<file path="src/rtl/pic_pkg.sv">
// Shared types and priority helpers for the PIC service controller.
package pic_pkg;

  typedef logic [2:0] pic_level_t;

  typedef enum logic [1:0] {
    IDLE,
    PEND,
    ACK1,
    ACK2
  } pic_state_t;

  localparam int         NUM_IRQ    = 8;
  localparam pic_level_t LOWEST_RST = 3'd7;

  // Rank 0 is the highest priority, counted from the level after lowest.
  function automatic pic_level_t prio_rank(
    input pic_level_t level,
    input pic_level_t lowest
  );
    return level - lowest - 3'd1;
  endfunction

  // Returns {found, level}; scans lowest priority first so the last hit wins.
  function automatic logic [3:0] rot_highest(
    input logic [7:0] bits,
    input pic_level_t lowest
  );
    logic [3:0] r;
    pic_level_t idx;
    r = '0;
    for (int i = 7; i >= 0; i--) begin
      idx = lowest + 3'(i) + 3'd1;
      if (bits[idx]) r = {1'b1, idx};
    end
    return r;
  endfunction

endpackage

</file>
<file path="src/rtl/pic_service_controller_prio_enc.sv">
// Combinational rotating priority encoder.
module pic_rot_prio_enc
  import pic_pkg::*;
(
  input  logic [7:0] bits,
  input  pic_level_t lowest,
  output logic       found,
  output pic_level_t level
);

  logic [3:0] hit;

  assign hit   = rot_highest(bits, lowest);
  assign found = hit[3];
  assign level = hit[2:0];

endmodule

</file>
<file path="src/rtl/pic_service_controller.sv">
// 8259-style interrupt service sequencer: INT, two-pulse INTA, ISR, EOI.
// Optional automatic EOI is enabled by defining PIC_AEOI_EN.
module pic_service_controller
  import pic_pkg::*;
(
  input  logic       clk,
  input  logic       reset,
  input  logic [7:0] irr,
  input  logic       inta_n,
  input  logic [4:0] vec_base,
  input  logic       rotate_en,
  input  logic       eoi_valid,
  input  logic       eoi_specific,
  input  pic_level_t eoi_level,
`ifdef PIC_AEOI_EN
  input  logic       aeoi,
`endif
  output logic       int_out,
  output logic [7:0] irr_clr,
  output logic [7:0] isr,
  output logic [7:0] data_out,
  output logic       data_oe
);

  pic_state_t state, state_n;
  pic_level_t lowest, lowest_n;
  pic_level_t lvl, lvl_n;
  pic_level_t eff_lowest;
  pic_level_t best, isr_top;
  logic       spur, spur_n;
  logic       inta_q;
  logic       fall, rise;
  logic       irr_found, isr_found;
  logic       eligible;
  logic       aeoi_on;
  logic       int_n, doe_n;
  logic [7:0] clr_n, isr_n, dout_n;

`ifdef PIC_AEOI_EN
  assign aeoi_on = aeoi;
`else
  assign aeoi_on = 1'b0;
`endif

  assign fall       = inta_q & ~inta_n;
  assign rise       = ~inta_q & inta_n;
  assign eff_lowest = rotate_en ? lowest : 3'd7;

  pic_rot_prio_enc u_irr_enc (
    .bits   (irr),
    .lowest (eff_lowest),
    .found  (irr_found),
    .level  (best)
  );

  pic_rot_prio_enc u_isr_enc (
    .bits   (isr),
    .lowest (eff_lowest),
    .found  (isr_found),
    .level  (isr_top)
  );

  // Fully nested: only strictly higher-ranked requests may interrupt.
  assign eligible = irr_found &&
    (!isr_found ||
     prio_rank(best, eff_lowest) < prio_rank(isr_top, eff_lowest));

  always_ff @(posedge clk or posedge reset) begin
    if (reset) begin
      state    <= IDLE;
      inta_q   <= 1'b1;
      int_out  <= 1'b0;
      irr_clr  <= '0;
      isr      <= '0;
      data_out <= '0;
      data_oe  <= 1'b0;
      lowest   <= LOWEST_RST;
      lvl      <= '0;
      spur     <= 1'b0;
    end else begin
      state    <= state_n;
      inta_q   <= inta_n;
      int_out  <= int_n;
      irr_clr  <= clr_n;
      isr      <= isr_n;
      data_out <= dout_n;
      data_oe  <= doe_n;
      lowest   <= lowest_n;
      lvl      <= lvl_n;
      spur     <= spur_n;
    end
  end

  always_comb begin
    state_n  = state;
    int_n    = int_out;
    clr_n    = '0;
    isr_n    = isr;
    dout_n   = data_out;
    doe_n    = data_oe;
    lowest_n = lowest;
    lvl_n    = lvl;
    spur_n   = spur;
    unique case (state)
      IDLE: begin
        if (eligible) begin
          int_n   = 1'b1;
          state_n = PEND;
        end
      end
      PEND: begin
        if (fall) begin
          if (eligible) begin
            lvl_n        = best;
            isr_n[best]  = 1'b1;
            clr_n[best]  = 1'b1;
            spur_n       = 1'b0;
          end else begin
            lvl_n  = 3'd7;
            spur_n = 1'b1;
          end
          int_n   = 1'b0;
          state_n = ACK1;
        end
      end
      ACK1: begin
        if (rise) state_n = ACK2;
      end
      ACK2: begin
        if (fall) begin
          dout_n = {vec_base, lvl};
          doe_n  = 1'b1;
        end else if (rise) begin
          doe_n   = 1'b0;
          state_n = IDLE;
          if (aeoi_on && !spur) begin
            isr_n[lvl] = 1'b0;
            if (rotate_en) lowest_n = lvl;
          end
        end
      end
      default: state_n = IDLE;
    endcase
    // EOI lands after any ISR set of the same cycle.
    if (eoi_valid) begin
      if (eoi_specific) begin
        isr_n[eoi_level] = 1'b0;
      end else if (isr_found) begin
        isr_n[isr_top] = 1'b0;
        if (rotate_en) lowest_n = isr_top;
      end
    end
  end

endmodule
</file>
<file path="config.mk">
export PLATFORM = sky130hd
export DESIGN_NAME = pic_service_controller
export DESIGN_NICKNAME = d
export VERILOG_FILES = /design/src/rtl/pic_pkg.sv /design/src/rtl/pic_service_controller_prio_enc.sv /design/src/rtl/pic_service_controller.sv
export SDC_FILE = /design/constraint.sdc
export NUM_CORES = 1
export LEC_CHECK = 0
export ABC_AREA = 1
export BUFFER_PORTS_ARGS = -buffer_cell sky130_fd_sc_hd__buf_2
export CAP_MARGIN = 20
export CORE_UTILIZATION = 53
export DETAILED_ROUTE_END_ITERATION = 8
export PLACE_DENSITY = 0.88
export SLEW_MARGIN = 15
export SYNTH_ARGS = -nofsm -noshare
export SYNTH_HDL_FRONTEND = slang
export SYNTH_SLANG_ARGS = --single-unit
export TNS_END_PERCENT = 20
</file>
<file path="constraint.sdc">
create_clock -name clk -period 3.9 [get_ports clk]
set_input_delay 0.78 -clock clk [delete_from_list [all_inputs] [get_ports clk]]
set_output_delay 0.78 -clock clk [all_outputs]
set_load 0.02 [all_outputs]
</file>
==> flow_summary.toml, run 1 <==
[outcome]
status = "finished with violations"
failed_checks = "negative setup slack"

[cts]
clock-root-buffer = "clkbuf_8"
clock_latency_ns = 0.31
cts_tree = "yes"
htreeDepth = 2
cts_buffers = 5
cts.sinks = 35
clock_path_buffers = 2
clk_pin_slew_ns = 0.09

[synthesis]
synth.ff_latch_count = 35
synth_edf_count = 0
seq_area_frac_synth = 0.261
synth_cells = 512
yosys_warnings = 0
netlist_area_um2 = 3380
synth_top_area_share = 0.230
yosys.area.top_type = "dfrtp_1"
syn_nets = 549
ys_types = 42
synth_common_cells = "165 x nand2_1, 88 x nand3_1, 56 x inv_1"
synth_flop_cell = "dfrtp_1"
synth_area_leaders = "dfrtp_1 23%, nand2_1 18%, nand3_1 13%"
yosysMostFrequentCell = "nand2_1"
synthArstFlopShare = 1.00
avgSynthCellArea_um2 = 6.60

[cells_and_area]
final.fill_count = 308
fin_nets = 693
drive_gt1_frac = 0.479
diodes = 0
multi_input_area_um2 = 2670
regArea_um2 = 881
utilization = 0.837
syn_to_final_growth_pct = 49.2

[placement]
dpl.hpwl_um = 8340
io_buffers = 47
place_congestion = 0.979

[routing]
avgRoutedWirePerCell_um = 20.3
drtIter0Drc = 590
ant_nets = 0
wl_um = 14900
vias = 4620
vias_per_cell = 6.31
first_pass_iters = 8
drc = 0

[floorplan]
num_rows = 28
die_y_um = 81.9
initial_utilization = 0.561
dieArea_um2 = 6700
ios = 48
design.core.area_um2 = 6030
die-width_um = 81.9

[setup_path]
cpMostUsedCell = "nand2_1"
critPathSlowestCell = "dfstp_2"
cp_max_fo = 6
start_kind = "register"
cp.required_ns = 4.12
critPathCaptureType = "register"
critPathMaxStageDelay_ns = 0.58
cp.arrival_ns = 4.43
crit_type = "register to register"

[global_routing]
grt_pass1_vias = 3929
antenna_found_initial = 0
grt_pass1_wl_um = 18500
grt_use_total = 0.367
grt_max_degree = 36
overflow = 0

[timing]
period_minus_slack_ns = 4.21
hold_violations = 0
slew_headroom = 0.678
slew_violations = 0
clock_skew_ns = 0.0122
rsz0062_at_grt = "yes"
fmax_ghz = 0.237
layout_worst_path_cycle_share = 1.08
setup_violations = 22
layout_setup_ws_ns = -0.313
worst_pin_slew_ns = 0.478

[job]
cap_violations = 0

[min_path]
hp-class = "register to register"
==> layout make-up <==
class                      instances  area share
clock buffer                       5      0.0136
clock inverter                     3     0.00397
inverter                          68      0.0561
multi-input combinational        400       0.528
sequential                        35       0.175
tap                               75      0.0186
timing repair buffer             146       0.205
==> per-layer routing <==
layer	global-route usage	routed length, um
met5	0	0
met4	0.165	1200
met3	0.0578	1540
met2	0.649	6860
met1	0.433	5290
==> registers in the layout, summed over array words and instances (netlist names) <==
signal / cells
lvl: 3
isr: 8
inta_q: 1
int_out: 1
lowest: 3
irr_clr: 8
data_out: 8
state: 2
data_oe: 1
==> repair_timing <==
action / in CTS / in global routing
hold buffers: 0 / 0
endpoints found under the setup margin: 22 / 22
gates resized for setup: 55 / 48
buffers inserted: 16 / 11
pin swaps: 28 / 25
==> kinds of logic after synthesis <==
logic type	Yosys count	share of synthesized area
AOI/OAI and AO/OA	55	0.101
xor gates and xnor gates	3	0.00778
adders and majority gates	15	0.0555
buffers and inverters	77	0.102
DFF	35	0.261
muxes	1	0.00333
and+or+nand+nor	326	0.469
==> cells in the final DEF (no fill, tap or decap), types with 2 or more instances in the layout <==
cell type,n
o21bai_4,2
a21oi_2,12
inv_1,53
nand2_2,39
a21boi_2,3
ha_1,7
nor3_2,5
and2_1,2
nor2_2,6
buf_2,46
nor2_4,6
buf_4,91
ha_2,4
nand2_4,11
o21ai_0,12
clkbuf_8,5
nand3_2,32
inv_2,9
xor2_1,2
nand2_1,137
nor3_1,2
buf_12,2
clkinvlp_4,2
nor2_8,2
nand3_1,54
ha_4,4
a21oi_1,15
nand4_1,2
inv_4,3
buf_6,7
nand3_4,11
dfrtp_1,31
o21ai_1,2
nor2_1,15
dfstp_2,4
a31oi_1,4
==> worst max-delay path: cells and delay by family, from the launching register on <==
family	cells	cell delay [ns]
compound gates	6	0.79
fa+ha+maj	3	0.80
buf+inv	5	0.48
flops	1	0.58
simple gates	15	1.45
==> path summary, 6_finish.rpt <==
| path | from | end | slack (ns) | cells after the start |
|---|---|---|---|---|
| max in group asynchronous | reset | lowest[0]$_DFFE_PP1P_ | 2.97 | 3 |
| max reg2reg | lowest[0]$_DFFE_PP1P_ | isr[2]$_DFF_PP0_ | -0.31 | 29 |
| min | data_out[4]$_DFFE_PP0P_ | data_out[4]$_DFFE_PP0P_ | 0.50 | 2 |
| max | lowest[0]$_DFFE_PP1P_ | isr[2]$_DFF_PP0_ | -0.31 | 29 |
| min in group asynchronous | reset | data_out[3]$_DFFE_PP0P_ | 0.58 | 3 |
| min reg2reg | data_out[4]$_DFFE_PP0P_ | data_out[4]$_DFFE_PP0P_ | 0.50 | 2 |
==> metrics by stage <==
stage          hold slack [ns]  std cells  cell area [um^2]  TNS (ns)  setup WS (ns)
6_report                 0.499        732              5040     -3.77         -0.313
5_1_grt                  0.515        732              5040     -8.03         -0.507
4_1_cts                  0.480        721              4750  -0.00155       -0.00155
3_5_place_dp             0.461        697              4320    -10.21         -0.590
3_3_place_gp             0.458        697              4320     -7.18         -0.432
2_1_floorplan            0.442        512              3540     -3.02         -0.268
Power of run 1 is not shown: default switching activity piles up to over one toggle a cycle in this logic, so the estimate is an artifact.
==> run 2, diff against run 1 <==
==> constraint.sdc (replaced) <==
create_clock -name clk -period 3.9 [get_ports clk]
set_input_delay 0.195 -clock clk [delete_from_list [all_inputs] [get_ports clk]]
set_output_delay 0.195 -clock clk [all_outputs]
set_load 0.02 [all_outputs]
==> flow_summary.toml, run 2 (synthesis gave the netlist of run 1 again) <==
[routing]
vias = 4130
vias_per_cell = 6.13
drtIter0Drc = 389
ant_nets = 0
wl_met2_um = 5700
drt-met1-wl_um = 4440
wl_um = 11900
first_pass_iters = 6
drc = 0
dr_wl_met3_um = 1040
highest_layer = "met4"
avgRoutedWirePerCell_um = 17.7

[timing]
hold_violations = 0
layout_setup_ws_ns = -0.156
period_minus_slack_ns = 4.06
clock_skew_ns = 0.00545
slew_headroom = 0.705
fmax_ghz = 0.247
worst_pin_slew_ns = 0.441
tns_ns = -1.46
setup_violations = 17
rsz0062_at_grt = "yes"
slew_violations = 0
layout_worst_path_cycle_share = 1.04

[floorplan]
die_y_um = 81.9
initial_utilization = 0.561
num_rows = 28
dieArea_um2 = 6700
die-width_um = 81.9
ios = 48
design.core.area_um2 = 6030

[cells_and_area]
utilization = 0.763
reg_top3 = "data_out x8, irr_clr x8, isr x8"
final_area_um2 = 4600
layout.cells.non_filler = 674
diodes = 0
final.fill_count = 403
fin_nets = 635
drive_gt1_frac = 0.424
layout_commonest_cell = "nand2_1"
syn_to_final_growth_pct = 36.1
final_cell_mix = "140 x nand2_1, 51 x nand3_1, 48 x inv_1"

[cts]
cts_tree = "yes"
htreeDepth = 2
clk_pin_slew_ns = 0.07
cts.sinks = 35
clock_path_buffers = 2
clock-root-buffer = "clkbuf_8"
clock_latency_ns = 0.30
cts_buffers = 5

[setup_path]
start_kind = "register"
crit_type = "register to register"
r2r_end = "isr[0]$_DFF_PP0_"
critPathSlowestCell = "dfstp_2"
cp_max_fo = 6
reg2reg_slack_ns = -0.16
critPathCaptureType = "register"
cpMostUsedCell = "nand2_2"
cp.arrival_ns = 4.28
r2r.worst_path.cells = 29
r2r-start = "lowest[1]$_DFFE_PP1P_"
critPathMaxStageDelay_ns = 0.54
cp.required_ns = 4.13

[placement]
place_congestion = 0.914
dpl.hpwl_um = 7540
io_buffers = 47
numPlacedInstances = 650
placed_area_um2 = 3890

[global_routing]
grt_pass1_wl_um = 17200
overflow = 0
grt_pass1_vias = 3661
grt_use_total = 0.337
antenna_found_initial = 0
grt_max_degree = 36

[min_path]
min_from = "inta_n"
hp-class = "input pin to register"
min_to = "inta_q$_DFF_PP1_"
hold_path_depth = 1

[outcome]
status = "finished with violations"
failed_checks = "negative setup slack"

[job]
cap_violations = 0
## run 2: cell types whose count changed in the layout (fill, tap and decap cells not counted), sizes merged
cell,previous run,this run
buf,146,87
bufinv,0,2
clkinv,2,1
clkinvlp,2,1
dlygate4sd3,0,1
## run 2: stage by stage
| stage | hold WS, ns | worst slack [ns] |
|---|---|---|
| 6_report | 0.0128 | -0.156 |
| 5_1_grt | 0.0103 | -0.324 |
| 4_1_cts | 0.0133 | 0.00699 |
| 3_5_place_dp | 0.311 | -0.0705 |
| 3_3_place_gp | 0.304 | 0.0658 |
| 2_1_floorplan | 0.199 | 0.00334 |
## run 2: how the worst max path moves through the flow
stage,end,from,slack (ns),cells after the start
2_1_floorplan,isr[0]$_DFF_PP0_,lowest[1]$_DFFE_PP1P_,0.003,31
3_3_place_gp,isr[0]$_DFF_PP0_,lowest[0]$_DFFE_PP1P_,0.07,27
3_5_place_dp,isr[0]$_DFF_PP0_,lowest[0]$_DFFE_PP1P_,-0.07,27
4_1_cts,isr[1]$_DFF_PP0_,lowest[1]$_DFFE_PP1P_,0.007,28
5_1_grt,isr[0]$_DFF_PP0_,lowest[1]$_DFFE_PP1P_,-0.32,31
6_report,isr[0]$_DFF_PP0_,lowest[1]$_DFFE_PP1P_,-0.16,29
## run 2: layer usage
layer	vias up	GRT usage
met5	-	0
met4	0	0.193
met3	94	0.0444
met2	294	0.573
met1	1907	0.407
li1	1835	-
## run 2: final cells by class
type,instances,area [um^2],area share
flip-flops and latches,35,881,0.192
multi-input cells,400,2620,0.570
inverters,68,280,0.0610
clock inverters,3,67.6,0.0147
clock buffers,5,68.8,0.0150
well taps,75,93.8,0.0204
repair buffers,88,586,0.127
## run 2: timing repair
item                                    CTS  global route
pin swaps                                 3            51
endpoints found under the setup margin   13            22
hold buffers                              1             0
buffers inserted                          3            12
gates cloned                              0             0
endpoints found under the hold margin    31             0
gates resized for setup                  11            98
## run 2: worst max-delay path, delay by kind of cell, from the launching register on
| kind | cells | cell delay, ns |
|---|---|---|
| simple gates | 16 | 1.52 |
| flops | 1 | 0.54 |
| fa+ha+maj | 3 | 0.75 |
| buf+inv | 5 | 0.31 |
| compound gates | 5 | 0.84 |
Power of run 2 is left out for the same reason.
==> run 3, diff against run 2 <==
GPL_TIMING_DRIVEN = 0   (was not set)
==> flow_summary.toml, run 3 (synthesis gave the netlist of run 1 again) <==
[timing]
layout_worst_path_cycle_share = 1.00
period_minus_slack_ns = 3.92
tns_ns = -0.0320
rsz0062_at_grt = "yes"
layout_setup_ws_ns = -0.0193
fmax_ghz = 0.255
whs_ns = 0.0123
clock_skew_ns = 0.00467
worst_pin_slew_ns = 0.722
slew_headroom = 0.518
slew_violations = 0
setup_violations = 2
hold_violations = 0

[routing]
vias_per_cell = 5.83
ant_nets = 0
wl_um = 10900
first_pass_iters = 5
vias = 3892
drtIter0Drc = 306
drc = 0
avgRoutedWirePerCell_um = 16.3

[floorplan]
die_y_um = 81.9
ios = 48
die-width_um = 81.9
initial_utilization = 0.561
design.core.area_um2 = 6030
num_rows = 28
dieArea_um2 = 6700

[cts]
htreeDepth = 2
clk_pin_slew_ns = 0.07
cts.sinks = 35
clock_latency_ns = 0.29
clock_path_buffers = 2
clock-root-buffer = "clkbuf_8"
cts_tree = "yes"
cts_hold_buf = 0
cts_buffers = 5

[placement]
io_buffers = 46
place_congestion = 0.976
dpl.hpwl_um = 7110
numPlacedInstances = 633

[setup_path]
cp.required_ns = 4.12
cp.arrival_ns = 4.14
crit_type = "register to register"
cpMostUsedCell = "nand2_2"
critPathSlowestCell = "dfstp_2"
critPathCaptureType = "register"
start_kind = "register"
critPathMaxStageDelay_ns = 0.54
cp_max_fo = 8

[min_path]
hp-class = "input pin to asynchronous set/reset pin"

[job]
cap_violations = 0

[outcome]
failed_checks = "negative setup slack"
status = "finished with violations"

[cells_and_area]
reg_top3 = "data_out x8, irr_clr x8, isr x8"
drive_gt1_frac = 0.411
diodes = 0
syn_to_final_growth_pct = 34.8
layout_commonest_cell = "nand2_1"
final_cell_mix = "140 x nand2_1, 52 x nand3_1, 50 x inv_1"
fin_nets = 629
layout.cells.non_filler = 668

[global_routing]
grt_max_degree = 36
grt_use_total = 0.317
grt_pass1_vias = 3482
grt_pass1_wl_um = 16000
antenna_found_initial = 0
overflow = 0
run 3: layout make-up:
cell class / count / area (um^2)
buffer: 6 / 57.6
clock buffer: 5 / 68.8
clock inverter: 3 / 43.8
fill: 459 / 1470
inverter: 68 / 285
multi-input combinational: 400 / 2660
sequential: 35 / 881
tap: 75 / 93.8
timing repair buffer: 76 / 463
run 3: per-layer routing:
metal | up-vias | global-route usage | share of wire
met2 | 209 | 0.547 | 0.48
li1 | 1821 | - | -
met1 | 1810 | 0.385 | 0.40
met5 | - | 0 | 0
met3 | 52 | 0.0422 | 0.069
met4 | 0 | 0.154 | 0.049
run 3: worst paths after layout:
check / from / to / slack (ns) / cells past startpoint
setup / recovery: lowest[1]$_DFFE_PP1P_ / isr[0]$_DFF_PP0_ / -0.02 / 29
hold / removal: reset / irr_clr[0]$_DFF_PP0_ / 0.01 / 2
setup reg to reg: lowest[1]$_DFFE_PP1P_ / isr[0]$_DFF_PP0_ / -0.02 / 29
hold reg to reg: data_out[6]$_DFFE_PP0P_ / data_out[6]$_DFFE_PP0P_ / 0.48 / 2
max in group asynchronous: reset / data_out[7]$_DFFE_PP0P_ / 3.42 / 2
min in group clk: inta_n / inta_q$_DFF_PP1_ / 0.02 / 1
run 3: worst max-delay path: cells and delay by family (launching register included):
kind | cells | cell delay [ns]
compound gates | 5 | 0.82
fa+ha+maj | 3 | 0.60
buf+inv | 6 | 0.36
flops | 1 | 0.54
simple gates | 15 | 1.51
run 3: what timing repair did:
action,in CTS,in global routing
setup endpoints to repair,22,22
resized for setup,41,68
pin swaps,22,22
cloned,0,0
buffers inserted,24,6
run 3: through the flow:
stage               area (um^2)  worst slack, ns   util
floorplan                  3450          0.00334      -
global placement           3770           -0.420  0.626
detailed placement         3770           -0.490  0.626
CTS                        4240          0.00800  0.703
global route               4560           -0.196  0.756
finish                     4560          -0.0193  0.756
Power of run 3 is left out for the same reason.
